===== src/rtl/mst_rx_post_pkg.sv =====
// mst_rx_post_pkg
//   Shared constants for the FT601 receive post-buffer: channel count,
//   byte-enable field geometry, the all-bytes-valid pattern and the
//   width of the saturating mismatch counter.
package mst_rx_post_pkg;

    localparam int NCH      = 4;            // bus channels
    localparam int CH_W     = 2;            // channel select width
    localparam int BE_W     = 4;            // byte enables live in [WIDTH-1:WIDTH-BE_W]
    localparam logic [BE_W-1:0] BE_FULL = 4'hf;
    localparam int ERRCNT_W = 16;

endpackage


===== src/rtl/mst_rx_chbuf.sv =====
// mst_rx_chbuf
//   One receive channel: a LENGTH-deep word buffer with write pointer and
//   fill length, almost-full/not-empty/sticky-overflow flags, and the
//   incrementing-pattern checker's expected counter.
// Ports:
//   clk, rst_n   clock, synchronous active-low reset
//   cap_i        capture din_i this cycle (dropped and flagged if full)
//   pop_i        consume the head word (caller guarantees non-empty)
//   chk_i        pop is in streaming mode: compare head against expected
//   clr_i        clear overflow flag and expected counter
//   din_i        captured word {byte enables, data}
//   head_o       oldest buffered word
//   nempt_o      buffer holds at least one word
//   afull_o      buffer holds LENGTH-2 words or more
//   ovf_o        sticky overflow
//   mism_o       checker mismatch on this cycle's streaming pop
module mst_rx_chbuf
    import mst_rx_post_pkg::*;
#(
    parameter int ADDRBIT = 2,
    parameter int LENGTH  = 4,
    parameter int WIDTH   = 36
) (
    input  logic             clk,
    input  logic             rst_n,
    input  logic             cap_i,
    input  logic             pop_i,
    input  logic             chk_i,
    input  logic             clr_i,
    input  logic [WIDTH-1:0] din_i,
    output logic [WIDTH-1:0] head_o,
    output logic             nempt_o,
    output logic             afull_o,
    output logic             ovf_o,
    output logic             mism_o
);

    localparam int DW = WIDTH - BE_W;
    localparam logic [ADDRBIT:0] FULL_LEN  = (ADDRBIT+1)'(LENGTH);
    localparam logic [ADDRBIT:0] AFULL_LEN = (ADDRBIT+1)'(LENGTH - 2);

    logic [WIDTH-1:0]   mem_q [LENGTH];
    logic [ADDRBIT-1:0] wrptr_q, wrptr_d, rdptr;
    logic [ADDRBIT:0]   len_q, len_d;
    logic               ovf_q, ovf_d;
    logic [DW-1:0]      exp_q, exp_d;
    logic               wr, match;

    always_comb begin
        wr    = cap_i && (len_q < FULL_LEN);
        // Read pointer is derived; at full length the low bits are zero so it
        // correctly lands on the write pointer.
        rdptr  = wrptr_q - len_q[ADDRBIT-1:0];
        head_o = mem_q[rdptr];

        wrptr_d = wr ? wrptr_q + 1'b1 : wrptr_q;

        len_d = len_q;
        if (wr && !pop_i)
            len_d = len_q + 1'b1;
        else if (!wr && pop_i)
            len_d = len_q - 1'b1;

        ovf_d = ovf_q;
        if (clr_i)
            ovf_d = 1'b0;
        else if (cap_i && !wr)
            ovf_d = 1'b1;

        match  = (head_o == {BE_FULL, exp_q});
        mism_o = chk_i && !match;

        // On mismatch the checker resyncs to the received value so a single
        // glitch counts once rather than for every following word.
        exp_d = exp_q;
        if (clr_i)
            exp_d = '0;
        else if (chk_i)
            exp_d = match ? exp_q + 1'b1 : head_o[DW-1:0] + 1'b1;
    end

    always_ff @(posedge clk) begin
        if (!rst_n) begin
            for (int unsigned i = 0; i < LENGTH; i++)
                mem_q[i] <= '0;
            wrptr_q <= '0;
            len_q   <= '0;
            ovf_q   <= 1'b0;
            exp_q   <= '0;
        end else begin
            if (wr)
                mem_q[wrptr_q] <= din_i;
            wrptr_q <= wrptr_d;
            len_q   <= len_d;
            ovf_q   <= ovf_d;
            exp_q   <= exp_d;
        end
    end

    assign nempt_o = (len_q != '0);
    assign afull_o = (len_q >= AFULL_LEN);
    assign ovf_o   = ovf_q;

endmodule


===== src/rtl/mst_rx_post.sv =====
// mst_rx_post
//   Receive post-buffer for the FT601 master FIFO bus. Words read from the
//   bus are captured into the current channel's buffer; the active channel
//   drains either to the internal loop-back FIFO or to a pattern checker.
// Ports:
//   clk, rst_n           clock, synchronous active-low reset
//   rxf_n, rd_n          bus data-available and read strobe (active low)
//   postena              drain enable
//   postmod              1 streaming/check, 0 loop-back
//   postchn              active channel
//   postdin              bus word {byte enables, data}
//   postafull            per-channel almost full
//   postnempt            per-channel not empty
//   postovf              per-channel sticky overflow
//   ififowr, ififodat    registered loop-back FIFO write
//   iffull               per-channel loop-back FIFO full
//   chkclr               clear checker state, sticky flags and counter
//   chkerr               per-channel sticky pattern error
//   errcnt               saturating total mismatch count
module mst_rx_post
    import mst_rx_post_pkg::*;
#(
    parameter int ADDRBIT = 2,
    parameter int LENGTH  = 4,
    parameter int WIDTH   = 36
) (
    input  logic                clk,
    input  logic                rst_n,
    input  logic                rxf_n,
    input  logic                rd_n,
    input  logic                postena,
    input  logic                postmod,
    input  logic [CH_W-1:0]     postchn,
    input  logic [WIDTH-1:0]    postdin,
    output logic [NCH-1:0]      postafull,
    output logic [NCH-1:0]      postnempt,
    output logic [NCH-1:0]      postovf,
    output logic                ififowr,
    input  logic [NCH-1:0]      iffull,
    output logic [WIDTH-1:0]    ififodat,
    input  logic                chkclr,
    output logic [NCH-1:0]      chkerr,
    output logic [ERRCNT_W-1:0] errcnt
);

    logic                cap, pop;
    logic [NCH-1:0]      cap_ch, pop_ch, chk_ch, mism_ch;
    logic [NCH-1:0]      nempt_w, afull_w, ovf_w;
    logic [WIDTH-1:0]    head_w [NCH];
    logic [WIDTH-1:0]    head_sel;

    logic                ififowr_q, ififowr_d;
    logic [WIDTH-1:0]    ififodat_q, ififodat_d;
    logic [NCH-1:0]      chkerr_q, chkerr_d;
    logic [ERRCNT_W-1:0] errcnt_q, errcnt_d;

    assign cap      = !rd_n && !rxf_n;
    assign pop      = postena && nempt_w[postchn] && (postmod || !iffull[postchn]);
    assign head_sel = head_w[postchn];

    for (genvar c = 0; c < NCH; c++) begin : g_ch
        assign cap_ch[c] = cap && (postchn == CH_W'(c));
        assign pop_ch[c] = pop && (postchn == CH_W'(c));
        assign chk_ch[c] = pop_ch[c] && postmod;

        mst_rx_chbuf #(
            .ADDRBIT (ADDRBIT),
            .LENGTH  (LENGTH),
            .WIDTH   (WIDTH)
        ) u_chbuf (
            .clk     (clk),
            .rst_n   (rst_n),
            .cap_i   (cap_ch[c]),
            .pop_i   (pop_ch[c]),
            .chk_i   (chk_ch[c]),
            .clr_i   (chkclr),
            .din_i   (postdin),
            .head_o  (head_w[c]),
            .nempt_o (nempt_w[c]),
            .afull_o (afull_w[c]),
            .ovf_o   (ovf_w[c]),
            .mism_o  (mism_ch[c])
        );
    end

    always_comb begin
        ififowr_d  = pop && !postmod;
        ififodat_d = ififowr_d ? head_sel : ififodat_q;

        chkerr_d = chkclr ? '0 : (chkerr_q | mism_ch);

        errcnt_d = errcnt_q;
        if (chkclr)
            errcnt_d = '0;
        else if ((|mism_ch) && (errcnt_q != '1))
            errcnt_d = errcnt_q + 1'b1;
    end

    always_ff @(posedge clk) begin
        if (!rst_n) begin
            ififowr_q  <= 1'b0;
            ififodat_q <= '0;
            chkerr_q   <= '0;
            errcnt_q   <= '0;
        end else begin
            ififowr_q  <= ififowr_d;
            ififodat_q <= ififodat_d;
            chkerr_q   <= chkerr_d;
            errcnt_q   <= errcnt_d;
        end
    end

    assign postafull = afull_w;
    assign postnempt = nempt_w;
    assign postovf   = ovf_w;
    assign ififowr   = ififowr_q;
    assign ififodat  = ififodat_q;
    assign chkerr    = chkerr_q;
    assign errcnt    = errcnt_q;

endmodule


===== config.mk =====
export PLATFORM = sky130hd
export DESIGN_NAME = mst_rx_post
export DESIGN_NICKNAME = d
export VERILOG_FILES = /design/src/rtl/mst_rx_post_pkg.sv /design/src/rtl/mst_rx_chbuf.sv /design/src/rtl/mst_rx_post.sv
export SDC_FILE = /design/constraint.sdc
export NUM_CORES = 2
export LEC_CHECK = 0
export CAP_MARGIN = 20
export CORE_MARGIN = 1.5
export CORE_UTILIZATION = 50
export CTS_CLUSTER_SIZE = 25
export DETAILED_ROUTE_END_ITERATION = 7
export PLACE_DENSITY = 0.65
export REMOVE_ABC_BUFFERS = 1
export SLEW_MARGIN = 5
export SYNTH_ARGS = -nofsm -noshare
export SYNTH_HDL_FRONTEND = slang
export SYNTH_HIERARCHICAL = 1
export SYNTH_SLANG_ARGS = --single-unit

===== constraint.sdc =====
create_clock -name clk -period 9.7 [get_ports clk]
set_input_delay 1.94 -clock clk [delete_from_list [all_inputs] [get_ports clk]]
set_output_delay 1.94 -clock clk [all_outputs]
set_load 0.02 [all_outputs]

==> metrics <==
CP Cell Sequence buf_4 > mux4_2 > and2_2 > nand2_1 > nor2_4 > buf_4 > inv_1 > a31oi_1 > nor4_1 > or4_4 > or4_1 > a21oi_1; post-route setup TNS 0 ps; Final Cycle Share 0.699; DRC 0; most common cell after layout, fill and taps aside edfxtp_1; max incr delay on CP 790 ps; Mapped Area 0.0388 mm2; synthesis-to-finish area growth 12.5%; Die H 282 um; Tot GR Track Use 0.299; Worst EP arrival 7320 ps; first-pass GRT wire length 172000 um; placer congestion estimate 0.909; clock buffer count from CTS 83; Synth Area per Inst 11.9 um2; Initial Util 0.509; Post-Route Skew 19.0 ps; Setup-failing EPs final 0; Crit path top cell by count buf_4; final hold vios 0; Hold-fix buffers, CTS 0; post-CTS sizing 0; outcome complete, no violations; Syn Inst Count 3258; Buf/Inv on CP 3; top_reg_cell synth edfxtp_1; Hold Slack 449 ps; Leak Pwr 16.2 nW; input/output buffers 117; vias in the first global route 25831; Hold Path End ififodat[3]; H-tree Lvls 3; CP Launch Type input port; critical path's slowest cell a31oi_1; RSZ-0062 raised after global routing false; Ports 118; TritonCTS clock tree built; share of cells above drive strength 1 0.129; via count 27352; flop-to-flop setup slack 4060 ps; synth unique cells 73; root buf cell clkbuf_16; reg2reg path depth 12; R2R Path End errcnt[12]; DRT antenna net count 0; latest clock arrival within the worst-skew pair 630 ps; wire per inst 27.0 um; worst-case clock buffer depth 3; Fmax achieved 0.148 GHz; CP max FO 64; async set-reset flop share out of synthesis 0; DRT Pass-1 Iters 6; Seq cells post-synth 785; Worst slew margin 0.252; die footprint 0.0793 mm2; PD cells 187 mW/mm2; critical path class input port to flip-flop; hold path cells 2; Tmin final 6780 ps; max_cap viols 0; Max rail drop VDD 0.144 mV; Final #Nets 3371; Crit path max-delay family simple AND/OR/NAND/NOR gates; EDFF count, synth 576; FF-to-FF Start g_ch[2].u_chbuf/len_q[1]; Worst-path clk slew 60 ps; detailed placement HPWL 78200 um; worst slew pin tran 1120 ps; core area 0.0763 mm2; largest net degree at the start of global routing 65; initial antenna violation count 10; site row count 101; Die W 282 um; grt ovf 0; TritonCTS Sinks 785; 1st-iter DRT viols 3542; Synth warnings 6; WP data required 10240 ps; Total Wirelength 119000 um; Seq/Total Area, Yosys 0.553; critical path capture point type flip-flop; Via density 6.21; Worst Hold Class flip-flop to flip-flop; Hold Path Origin ififodat[3]; final max-slew violation count 0; most frequent cells in the layout 576 x edfxtp_1, 387 x nor2_1, 248 x nand2_1; # Post-CTS Setup Buffers 0
[cell type report]
type                            instances  area (um2)
Multi-Input combinational cell       2071       15800
Clock buffer                          107        2300
Antenna cell                            3        7.51
Sequential cell                       785       21500
Fill cell                            6276       32700
Inverter                              193         724
Tap cell                             1030        1290
Timing Repair Buffer                  171        1590
Clock inverter                         46         502
[sequential cells by signal (all words and copies together) (netlist names), 4 cells and up]
name	count
g_ch.u_chbuf/wrptr_q	8
g_ch.u_chbuf/exp_q	128
chkerr	4
errcnt	16
g_ch.u_chbuf/ovf_o	4
g_ch.u_chbuf/len_q	12
g_ch.u_chbuf/mem_q	576
ififodat	36
[worst min-delay path, stage by stage, from the launching register on]
cell and delay (ps):
dfxtp_1 300, nand2_1 50, o21ai_1 50
[synthesized netlist by cell type, drive strengths merged, types with 6 or more instances]
library cell  instances  share of area
edfxtp              576           0.45
nor2                391          0.038
nand2               248          0.024
dfxtp               209           0.11
inv                 193          0.019
and2                180          0.029
mux4                166          0.097
o21ai               154          0.020
xnor2               124          0.028
clkbuf              123          0.012
xor2                121          0.028
buf                  86          0.015
a21oi                83          0.011
nand4                81          0.014
nand3                67         0.0086
mux2i                66          0.017
a211oi               57          0.012
nor4                 43          0.010
nor3                 21         0.0030
o31ai                20         0.0039
and3                 19         0.0031
a31oi                18         0.0029
nand2b               18         0.0029
and4                 16         0.0036
nor2b                16         0.0026
or3                  16         0.0026
nand3b               15         0.0039
nor3b                15         0.0029
a311oi               14         0.0045
ha                   13         0.0042
or4                  13         0.0026
nor4b                11         0.0046
o211ai               11         0.0023
or2                   8         0.0013
o21a                  6         0.0012
[report_power, final]
part,switching (mW),internal [mW]
logic,0.746,0.390
clock network,1.33,1.97
registers,0.0413,3.70
total,2.12,6.06
[metrics by stage]
stage | area [um2] | power [mW] | util | std cells | setup slack [ps]
after global placement | 40800 | 4.90 | 0.534 | 4244 | 2630
final | 43700 | 8.18 | 0.572 | 4406 | 2920
after floorplan | 37800 | 4.47 | - | 3049 | 1570
after CTS | 43600 | 8.19 | 0.571 | 4400 | 3150
after global routing | 43700 | 8.38 | 0.572 | 4403 | 2770
after detailed placement | 40800 | 4.92 | 0.535 | 4247 | 2510
[per-layer routing]
metal | track usage | share of wire
met2 | 0.460 | 0.46
met3 | 0.0533 | 0.10
met5 | 0 | 0.00013
met4 | 0.134 | 0.045
met1 | 0.417 | 0.40
[worst max-delay path by stage]
stage / start / to / cells past startpoint
final: postchn[0] / errcnt[12] / 12
after global routing: postchn[0] / errcnt[13] / 12
after CTS: postchn[0] / errcnt[12] / 12
after detailed placement: postchn[0] / errcnt[12] / 12
after global placement: postchn[0] / errcnt[12] / 12
after floorplan: postchn[0] / errcnt[12] / 10
[cells by family (layout without fill, tap and decap cells)]
family,count (synthesis),after routing,synth area share
and+or+nand+nor,1190,1190,0.160
DFF,785,785,0.553
buffers and inverters,402,517,0.0454
AOI/OAI and AO/OA,379,379,0.0607
xor gates and xnor gates,252,252,0.0600
muxes,233,233,0.114
adders and majority gates,17,17,0.00625
other,0,3,0
(Power assumes the default switching activity.)
